[src/rtl/lockout_ctrl.sv]
`default_nettype none
// ============================================================================
//  Module      : lockout_ctrl
//  Description : Downstream stage of the combination-lock checker. Consumes
//                grant/deny result pulses, drives the door relay, counts
//                consecutive failed attempts and enforces a timed lockout
//                after MAX_FAILS of them. Gates the user's enter button so
//                the checker cannot be re-armed while open or locked out.
//  Revision    : 1.0  initial release
// ----------------------------------------------------------------------------
//  Ports
//    clk          in   1  clock, rising edge
//    rst          in   1  asynchronous, active-high reset
//    grant_in     in   1  1-cycle pulse from checker: correct code
//    deny_in      in   1  1-cycle pulse from checker: wrong code
//    enter_req    in   1  enter button (already synchronised)
//    enter_gated  out  1  enter forwarded to checker, only while READY
//    unlock       out  1  door relay drive, registered
//    lock         out  1  lockout indicator, registered
//    fail_cnt     out  4  consecutive-fail count, registered
//  Optional (macro ALARM_EN):
//    alarm        out  1  1-cycle registered pulse on each lockout entry
//    lock_events  out  8  lockouts since reset, saturating at 255
// ============================================================================
module lockout_ctrl #(
  parameter int MAX_FAILS      = 3,
  parameter int UNLOCK_CYCLES  = 50,
  parameter int LOCKOUT_CYCLES = 1000,
  parameter int TMR_W          = 16
) (
  input  logic       clk,
  input  logic       rst,
  input  logic       grant_in,
  input  logic       deny_in,
  input  logic       enter_req,
  output logic       enter_gated,
  output logic       unlock,
  output logic       lock,
  output logic [3:0] fail_cnt
`ifdef ALARM_EN
  ,
  output logic       alarm,
  output logic [7:0] lock_events
`endif
);

  typedef enum logic [1:0] {
    ST_READY  = 2'd0,
    ST_OPEN   = 2'd1,
    ST_LOCKED = 2'd2
  } state_t;

  // Timers are loaded with N-1 so that the output stays high for exactly N
  // cycles: the loading edge plus N-1 decrement edges.
  localparam logic [TMR_W-1:0] C_UNLOCK_LOAD  = TMR_W'(UNLOCK_CYCLES - 1);
  localparam logic [TMR_W-1:0] C_LOCKOUT_LOAD = TMR_W'(LOCKOUT_CYCLES - 1);
  localparam logic [3:0]       C_MAX_FAILS    = 4'(MAX_FAILS);

  state_t           r_state;
  logic [TMR_W-1:0] r_timer;
  logic [3:0]       r_fail_cnt;
  logic             r_unlock;
  logic             r_lock;
  logic [4:0]       w_fail_inc;
  logic             w_fail_limit;

  // One bit wider so the compare cannot be fooled by a 4-bit wrap.
  assign w_fail_inc   = {1'b0, r_fail_cnt} + 5'd1;
  assign w_fail_limit = (w_fail_inc == {1'b0, C_MAX_FAILS});

  always_ff @(posedge clk or posedge rst) begin
    if (rst) begin
      r_state    <= ST_READY;
      r_timer    <= '0;
      r_fail_cnt <= '0;
      r_unlock   <= 1'b0;
      r_lock     <= 1'b0;
    end else begin
      case (r_state)
        ST_READY: begin
          // A simultaneous grant and deny is treated as a deny (fail-safe).
          if (deny_in) begin
            if (w_fail_limit) begin
              r_state    <= ST_LOCKED;
              r_timer    <= C_LOCKOUT_LOAD;
              r_fail_cnt <= C_MAX_FAILS;
              r_lock     <= 1'b1;
            end else begin
              r_fail_cnt <= w_fail_inc[3:0];
            end
          end else if (grant_in) begin
            r_state    <= ST_OPEN;
            r_timer    <= C_UNLOCK_LOAD;
            r_fail_cnt <= '0;
            r_unlock   <= 1'b1;
          end
        end
        ST_OPEN: begin
          if (r_timer == '0) begin
            r_state  <= ST_READY;
            r_unlock <= 1'b0;
          end else begin
            r_timer <= r_timer - 1'b1;
          end
        end
        ST_LOCKED: begin
          if (r_timer == '0) begin
            r_state    <= ST_READY;
            r_lock     <= 1'b0;
            r_fail_cnt <= '0;
          end else begin
            r_timer <= r_timer - 1'b1;
          end
        end
        default: begin
          r_state  <= ST_READY;
          r_timer  <= '0;
          r_unlock <= 1'b0;
          r_lock   <= 1'b0;
        end
      endcase
    end
  end

  assign enter_gated = enter_req & (r_state == ST_READY);
  assign unlock      = r_unlock;
  assign lock        = r_lock;
  assign fail_cnt    = r_fail_cnt;

`ifdef ALARM_EN
  logic       r_alarm;
  logic [7:0] r_lock_events;
  logic       w_lock_entry;

  assign w_lock_entry = (r_state == ST_READY) && deny_in && w_fail_limit;

  always_ff @(posedge clk or posedge rst) begin
    if (rst) begin
      r_alarm       <= 1'b0;
      r_lock_events <= '0;
    end else begin
      r_alarm <= w_lock_entry;
      if (w_lock_entry && (r_lock_events != 8'hFF)) begin
        r_lock_events <= r_lock_events + 8'd1;
      end
    end
  end

  assign alarm       = r_alarm;
  assign lock_events = r_lock_events;
`endif

endmodule
`default_nettype wire

[config.mk]
export PLATFORM = sky130hd
export DESIGN_NAME = lockout_ctrl
export DESIGN_NICKNAME = d
export VERILOG_FILES = /design/src/rtl/lockout_ctrl.sv
export SDC_FILE = /design/constraint.sdc
export NUM_CORES = 1
export LEC_CHECK = 0
export CORE_ASPECT_RATIO = 0.6
export CORE_UTILIZATION = 60
export DETAILED_ROUTE_END_ITERATION = 10
export GPL_ROUTABILITY_DRIVEN = 0
export PLACE_DENSITY = 0.82
export SLEW_MARGIN = 20
export SYNTH_ARGS = -nofsm -noshare
export SYNTH_HDL_FRONTEND = slang
export SYNTH_SLANG_ARGS = --single-unit
[constraint.sdc]
create_clock -name clk -period 3.7 [get_ports clk]
set_input_delay 0.555 -clock clk [delete_from_list [all_inputs] [get_ports clk]]
set_output_delay 0.555 -clock clk [all_outputs]
set_load 0.03 [all_outputs]
==> results of run 1 <==
==> layer usage <==
layer | GRT usage [%] | vias up
met5 | 0 | -
met4 | 4.58 | 0
met3 | 8.52 | 6
met2 | 39.4 | 77
met1 | 49.5 | 683
li1 | - | 666
==> critical path: stages (launching register included) <==
cell and delay (ps):
dfrtp_1 440, inv_1 130, ha_1 310, and2_1 170, clkdlybuf4s50_1 680
==> state kept, by name (all words and copies together), names as in the netlist <==
name and count:
lock 1, r_state 2, fail_cnt 4, r_timer 16, unlock 1
==> cell usage after synthesis (all sizes together) (4+ instances only) <==
master  instances
and2            5
inv            11
o31ai           5
nor2           11
a21oi          14
nor3            8
nor4            5
dfrtp          24
nand2          10
a31oi           6
o21ai          18
and3            4
nand3           6
ha              8
==> cells by family after synthesis <==
group	count (synthesis)	synth area share, %
and+or+nand+nor	63	24.7
AOI/OAI and AO/OA	56	22.2
DFF	24	38.5
buffers and inverters	17	4.73
adders and majority gates	8	6.41
muxes	4	2.96
xor gates and xnor gates	1	0.561
==> through the flow <==
stage	cells	power, W
after floorplan	173	0.00116
after global placement	208	0.00137
after detailed placement	208	0.00141
after CTS	212	0.00164
after global routing	212	0.00178
final	212	0.00167
==> how the worst min path moves through the flow <==
stage / from / to / slack, ps / cells past startpoint
floorplan: r_timer[0] / r_timer[0] / 480 / 2
detailed placement: lock / lock / 490 / 1
finish: lock / lock / 510 / 1
global placement: lock / lock / 480 / 1
CTS: lock / lock / 510 / 1
global route: lock / lock / 540 / 1
==> power by group through the flow <==
stage | sequential [W] | clock [W] | combinational [W]
finish | 0.000481 | 0.000230 | 0.000958
global route | 0.000494 | 0.000243 | 0.00104
detailed placement | 0.000484 | 0 | 0.000925
global placement | 0.000475 | 0 | 0.000896
floorplan | 0.000503 | 0 | 0.000662
CTS | 0.000478 | 0.000233 | 0.000934
==> layout make-up <==
cell class | instances | area [µm²]
tap | 30 | 37.5
clock inverter | 1 | 30.0
inverter | 11 | 41.3
timing repair buffer | 11 | 110
sequential | 24 | 601
multi-input combinational | 132 | 887
fill | 171 | 562
clock buffer | 3 | 41.3
==> out/results.tsv, run 1 <==
metric	value	unit
crit path max fanout	7	
CTS tree	built	
Psw	0.000809	W
Top FF cell, synth	dfrtp_1	
Internal Power	0.000859	W
RSZ-0062 raised after global routing	no	
Layout Area Growth over Synthesis	11.9	%
drt total wl	3.92	mm
row count	13	
Final Hold Vio Count	0	
sequential power share	28.8	%
IO buf count	11	
DRC viols	0	
Synth area leader	dfrtp_1	
pin count of the biggest net entering global routing	25	
CP endpoint	enter_gated	
CP arrival	2010	ps
total grt overflow	0	
syn avg cell area	9.03	µm²
initial antenna violation count	0	
terminus of the critical flop-to-flop path	r_timer[14]	
Setup Slack @ Placement	1170	ps
Antenna Cells	0	
warnings from Yosys	0	
Slew headroom	37.6	%
EDFF count, synth	0	
status	completed	
DP Area	1680	µm²
WL/cell	18.5	µm
most frequent cells in the layout	dfrtp_1, o21ai_0, a21oi_1	
final setup fails	0	
number of buffers created by CTS	3	
worst reg2reg path startpoint	r_state[1]	
layout net count	196	
Required @ worst endpoint	3140	ps
WS Path Type	flop to primary output	
Layout Skew	16.2	ps
power share of the clock group	13.8	%
Post-CTS Hold Buffers	0	
post-layout util	75.7	%
die height	41.5	µm
Via density	6.75	
clock sinks	24	
Post-Syn Area	1560	µm²
TNS Setup	0	ps
Fmax achieved	390	MHz
DP HPWL	2.92	mm
area share of the largest cell type after synthesis	38.5	%
DRT met1 WL	1.85	mm
CTS H-tree depth	1	
Detailed Routing Iterations Pass 1	5	
Post-CTS Setup Bufs	0	
Async S/R FF share, synth	100	%
crit path capture type	primary output	
Die Span X	67.9	µm
pwr dens	955	nW/µm²
CTS root buf	clkbuf_8	
top cells by area, synth	dfrtp_1, ha_1, o21ai_0	
first-pass GRT wire length	6.34	mm
Seq/Total Area, Yosys	38.5	%
Hold Path Class	flop to flop	
Worst-Skew Late Latency	270	ps
# IOs	12	
CP startpoint	r_state[1]	
metal3 WL	413	µm
Worst Hold Slack	509	ps
sw frac	48.5	%
Setup WS post-layout	1140	ps
post-route ant nets	0	
vias in the first global route	1254	
R2R Setup Slk	1380	ps
flops & latches, synth	24	
ratio of final minimum period to clock period	69.2	%
syn nets	186	
Max Cap Viol	0	
Clock Tree Buf Depth	2	
clock slew at reported path FFs	90	ps
Worst-Margin Slew	935	ps
Die ar.	2820	µm²
uppermost layer routed	met4	
Post-Layout Inst Area	1750	µm²
commonest non-fill, non-tap cell in the layout	dfrtp_1	
Starting Density	67.6	%
logic gate share of total power	57.4	%
vias	1432	
distinct cell type count after synthesis	45	
metal2 WL	1.62	mm
Starting DRT DRC Count	255	
VDD IR-drop max	0.000540	V
total track usage	30.4	%
share of cells above drive strength 1	6.04	%
Max Slew Vio Count	0	
Lkg Pwr	0.756	nW
Startpoint Class	flop	
fin crit period	2560	ps
instance count of the mapped netlist	173	
post_cts resized	0	
CORE AREA	2310	µm²
cells on worst reg2reg path	6	
Note: power is estimated with default switching activity, not from simulation.
==> run 2: changes to the inputs <==
--- a/config.mk
+++ b/config.mk
@@ -6,10 +6,10 @@
 export NUM_CORES = 1
 export LEC_CHECK = 0
 export CORE_ASPECT_RATIO = 0.6
-export CORE_UTILIZATION = 60
+export CORE_UTILIZATION = 52
 export DETAILED_ROUTE_END_ITERATION = 10
 export GPL_ROUTABILITY_DRIVEN = 0
-export PLACE_DENSITY = 0.82
+export PLACE_DENSITY = 0.75
 export SLEW_MARGIN = 20
 export SYNTH_ARGS = -nofsm -noshare
 export SYNTH_HDL_FRONTEND = slang
==> constraint.sdc (replaced) <==
create_clock -name clk -period 2.3 [get_ports clk]
set_input_delay 0.345 -clock clk [delete_from_list [all_inputs] [get_ports clk]]
set_output_delay 0.345 -clock clk [all_outputs]
set_load 0.03 [all_outputs]
==> run 2 against run 1 <==
Global-route usage is 2.6 points lower. First-iteration DRC count shrank 20%. Die area up 15%. Non-clock buffer count increased by 7. Flip-flop and latch count stayed put. Clock-buffer cell count did not move. Total power grew 68%. Sequential power grew 63%. Via count rose by 2.3%. Hold slack worse by 110 ps. Clock power increased by 63%. Largest power group unchanged. Highest routed layer unchanged.
==> out/results.tsv, run 2 (synthesis results as in run 1) <==
metric	value	unit
R2R Setup Slk	180	ps
Antenna Cells	0	
Worst-Margin Slew	583	ps
total grt overflow	0	
CP arrival	2290	ps
DRC viols	0	
die height	44.4	µm
power share of the clock group	13.4	%
cells on worst reg2reg path	8	
drt total wl	4.06	mm
share of cells above drive strength 1	10.1	%
Starting Density	58.6	%
fin crit period	2120	ps
Worst-Skew Late Latency	280	ps
Final Hold Vio Count	0	
final setup fails	0	
Startpoint Class	flop	
Fmax achieved	473	MHz
Clock Tree Buf Depth	2	
DP HPWL	2.96	mm
RSZ-0062 raised after global routing	no	
row count	14	
Lkg Pwr	0.804	nW
commonest non-fill, non-tap cell in the layout	dfrtp_1	
Required @ worst endpoint	2480	ps
CP endpoint	r_timer[12]	
Slew headroom	60.8	%
Post-CTS Setup Bufs	0	
crit path max fanout	11	
pwr dens	1540	nW/µm²
post-route ant nets	0	
most flop-heavy register	r_timer	
crit path capture type	flop	
terminus of the critical flop-to-flop path	r_timer[12]	
Detailed Routing Iterations Pass 1	4	
WL/cell	17.7	µm
CTS tree	built	
CTS H-tree depth	1	
# IOs	12	
Via density	6.40	
layout net count	203	
vias	1465	
IO buf count	11	
Slowest cell on crit path	dfrtp_1	
clock sinks	24	
first-pass GRT wire length	6.49	mm
TNS Setup	0	ps
pin count of the biggest net entering global routing	25	
Internal Power	0.00145	W
Layout Skew	13.1	ps
CTS root buf	clkbuf_8	
CORE AREA	2660	µm²
VDD IR-drop max	0.000848	V
Die ar.	3230	µm²
post-layout util	68.3	%
Layout Area Growth over Synthesis	16.5	%
most frequent cells in the layout	dfrtp_1, o21ai_0, a21oi_1	
sw frac	48.1	%
CP startpoint	r_state[1]	
clock slew at reported path FFs	90	ps
Hold Path Class	input pin to async pin	
max reg flops	16	
crit path cell chain	inv_1 > ha_1 > nand2_1 > a211o_1 > nand2_2 > buf_4 > nor4_1 > a22o_1	
Max Slew Vio Count	0	
Starting DRT DRC Count	204	
vias in the first global route	1303	
slowest stage delay, CP	440	ps
number of buffers created by CTS	3	
ratio of final minimum period to clock period	92.0	%
worst reg2reg path startpoint	r_state[1]	
status	completed	
Psw	0.00134	W
sequential power share	28.1	%
initial antenna violation count	0	
Die Span X	72.7	µm
total track usage	27.8	%
WS Path Type	flop to flop	
logic gate share of total power	58.5	%
Max Cap Viol	0	
## run 2: per-layer routing
metal / wire, µm / global-route usage, % / up-vias / share of wire (%)
li1: - / - / 682 / -
met1: 1890 / 40.7 / 693 / 47
met2: 1740 / 42.1 / 85 / 43
met3: 399 / 7.06 / 5 / 9.8
met4: 29 / 5.10 / 0 / 0.71
met5: 0 / 0 / - / 0
## run 2: worst min path at each step
stage                        endpoint  slack [ps]  depth (start not counted)
after floorplan           fail_cnt[0]         360                          1
after detailed placement         lock         510                          1
after global placement           lock         490                          1
final                     fail_cnt[0]         400                          3
after CTS                 fail_cnt[0]         410                          3
after global routing      fail_cnt[0]         430                          3
## run 2: per-stage QoR
step	std cells	instance area (µm²)	hold WS [ps]	power, W	setup WS [ps]
floorplan	173	1560	360	0.00187	397
global placement	225	1740	486	0.00229	168
detailed placement	225	1740	505	0.00234	59.0
CTS	229	1810	409	0.00274	36.7
global route	229	1820	427	0.00297	96.5
finish	229	1820	396	0.00280	184
## run 2: worst max-delay path: cells and delay by family, from the launching register on
| family | cells | cell delay, ps |
|---|---|---|
| fa+ha+maj | 1 | 280 |
| compound gates | 2 | 510 |
| simple gates | 3 | 460 |
| buf+inv | 2 | 320 |
| flops | 1 | 440 |
## run 2: what timing repair did
item / 4_1_cts / 5_1_grt
setup endpoints to repair: 0 / 5
gates resized for setup: 0 / 3
hold buffers: 0 / 0
## run 2: layout make-up
class,count,area [µm²]
inverters,11,41.3
fillers,218,843
flip-flops and latches,24,601
clock inverters,1,30.0
repair buffers,18,165
multi-input cells,132,891
clock buffers,3,41.3
well taps,40,50.0
## run 2: power groups by stage
stage	Clock, W	Sequential [W]	Combinational (W)
5_1_grt	0.000399	0.000805	0.00176
3_3_place_gp	0	0.000769	0.00152
4_1_cts	0.000377	0.000777	0.00158
3_5_place_dp	0	0.000782	0.00156
6_report	0.000376	0.000785	0.00164
2_1_floorplan	0	0.000810	0.00106
==> run 3: changes to the inputs <==
--- a/config.mk
+++ b/config.mk
@@ -9,7 +9,8 @@
 export CORE_UTILIZATION = 52
 export DETAILED_ROUTE_END_ITERATION = 10
 export GPL_ROUTABILITY_DRIVEN = 0
-export PLACE_DENSITY = 0.75
+export PLACE_DENSITY = 0.85
+export SETUP_SLACK_MARGIN = 0.02
 export SLEW_MARGIN = 20
 export SYNTH_ARGS = -nofsm -noshare
 export SYNTH_HDL_FRONTEND = slang
==> run 3 against run 2 <==
Die area unchanged. Largest power group unchanged. Hold slack better by 12 ps. Critical endpoint is now fail_cnt[1]. Cell count shrank 1.7%. Sequential power shrank 0.8%. Via count is 0.89% lower. Global-route usage up 0.21 points. Clock-buffer cell count did not move.
==> out/results.tsv, run 3 (synthesis results as in run 1) <==
metric	value	unit
fin crit period	2140	ps
Layout Area Growth over Synthesis	13.2	%
dpl cells	222	
CTS H-tree depth	1	
Antenna Cells	0	
Worst-Margin Slew	590	ps
RSZ-0062 raised after global routing	no	
clock slew at reported path FFs	80	ps
Worst-Skew Late Latency	270	ps
WL/cell	17.7	µm
Via density	6.45	
most flop-heavy register	r_timer	
row count	14	
Fmax achieved	468	MHz
vias in the first global route	1302	
Slew headroom	60.3	%
clock sinks	24	
Finished Layout Cells	225	
Max Cap Viol	0	
vias	1452	
pwr dens	1480	nW/µm²
drt total wl	3.99	mm
met1 GRT Util	40.9	%
max reg flops	16	
CP startpoint	r_timer[0]	
CTS root buf	clkbuf_8	
status	completed	
crit path cell chain	inv_1 > ha_1 > nor4b_1 > nand4_1 > and2_1 > nor2_2 > mux2_1	
number of buffers created by CTS	3	
total track usage	28.0	%
crit path max fanout	5	
TNS Setup	0	ps
total grt overflow	0	
Required @ worst endpoint	2460	ps
Detailed Routing Iterations Pass 1	5	
most frequent cells in the layout	dfrtp_1, o21ai_0, a21oi_1	
Total Power Consumption	0.00262	W
post-route ant nets	0	
initial antenna violation count	0	
layout net count	200	
Starting Density	58.6	%
Slowest cell on crit path	dfrtp_1	
worst path bufs/invs	1	
CORE AREA	2660	µm²
Final Hold Vio Count	0	
WS Path Type	flop to flop	
worst reg2reg path startpoint	r_timer[0]	
Clock Tree Buf Depth	2	
Lkg Pwr	0.776	nW
Hold Path Class	input pin to async pin	
Startpoint Class	flop	
DRC viols	0	
Starting DRT DRC Count	105	
Setup Slack @ Placement	60.9	ps
slowest stage delay, CP	400	ps
Top delay family on crit path	simple AND/OR/NAND/NOR gates	
first-pass GRT wire length	6.51	mm
pin count of the biggest net entering global routing	25	
# IOs	12	
grt met3 use	11.2	%
Die ar.	3230	µm²
ratio of final minimum period to clock period	92.9	%
die height	44.4	µm
final setup fails	0	
commonest non-fill, non-tap cell in the layout	dfrtp_1	
VDD IR-drop max	0.000849	V
CP arrival	2300	ps
IO buf count	11	
Fillers	218	
DP HPWL	3.00	mm
Max Slew Vio Count	0	
gr busiest metal	met1	
share of cells above drive strength 1	8.65	%
CTS tree	built	
Layout Skew	4.11	ps
grt met2 use	35.3	%
Die Span X	72.7	µm
Setup WS post-layout	164	ps
crit path capture type	flop	
-- run 3: worst register-to-register path, stage by stage, from the launching register on --
cell	delay (ps)
dfrtp_1	400
inv_1	130
ha_1	210
nor4b_1	260
nand4_1	230
and2_1	270
nor2_2	180
mux2_1	340
-- run 3: path summary, 6_finish.rpt --
| kind | slack [ps] | depth (start not counted) | endpoint |
|---|---|---|---|
| max reg2reg | 160 | 7 | fail_cnt[1] |
| max in group asynchronous | 1660 | 3 | r_timer[12] |
| min | 410 | 3 | r_timer[14] |
| min reg2reg | 520 | 1 | lock |
| max | 160 | 7 | fail_cnt[1] |
| min in group clk | 520 | 1 | lock |
-- run 3: timing repair --
item	CTS	global route
hold buffers	0	0
endpoints found under the setup margin	0	6
hold endpoints to repair	0	0
gates resized for setup	0	3
buffers inserted	0	0
-- run 3: per-stage QoR --
step | hold WS (ps) | area (µm²) | util (%)
floorplan | 360 | 1560 | -
global placement | 480 | 1720 | 64.6
detailed placement | 507 | 1720 | 64.6
CTS | 422 | 1760 | 66.1
global route | 449 | 1770 | 66.4
finish | 408 | 1770 | 66.4
-- run 3: power breakdown --
part,leakage (nW),internal (W),switching (W)
Sequential,0.313,0.000579,0.000200
Combinational,0.442,0.000609,0.000978
Clock,0.0216,0.000118,0.000132
Total,0.776,0.00131,0.00131
-- run 3: cell type report --
class	count	area, µm²	share of cell area (%)
clock buffer	3	41.3	2.34
inverter	11	41.3	2.34
multi-input combinational	132	892	50.5
sequential	24	601	34.0
tap	40	50.0	2.83
timing repair buffer	15	143	8.07
-- run 3: layer usage --
metal | part of all wire (%) | up-vias
met3 | 11 | 15
met5 | 0 | -
met2 | 39 | 92
li1 | - | 670
met4 | 2.1 | 0
met1 | 48 | 675
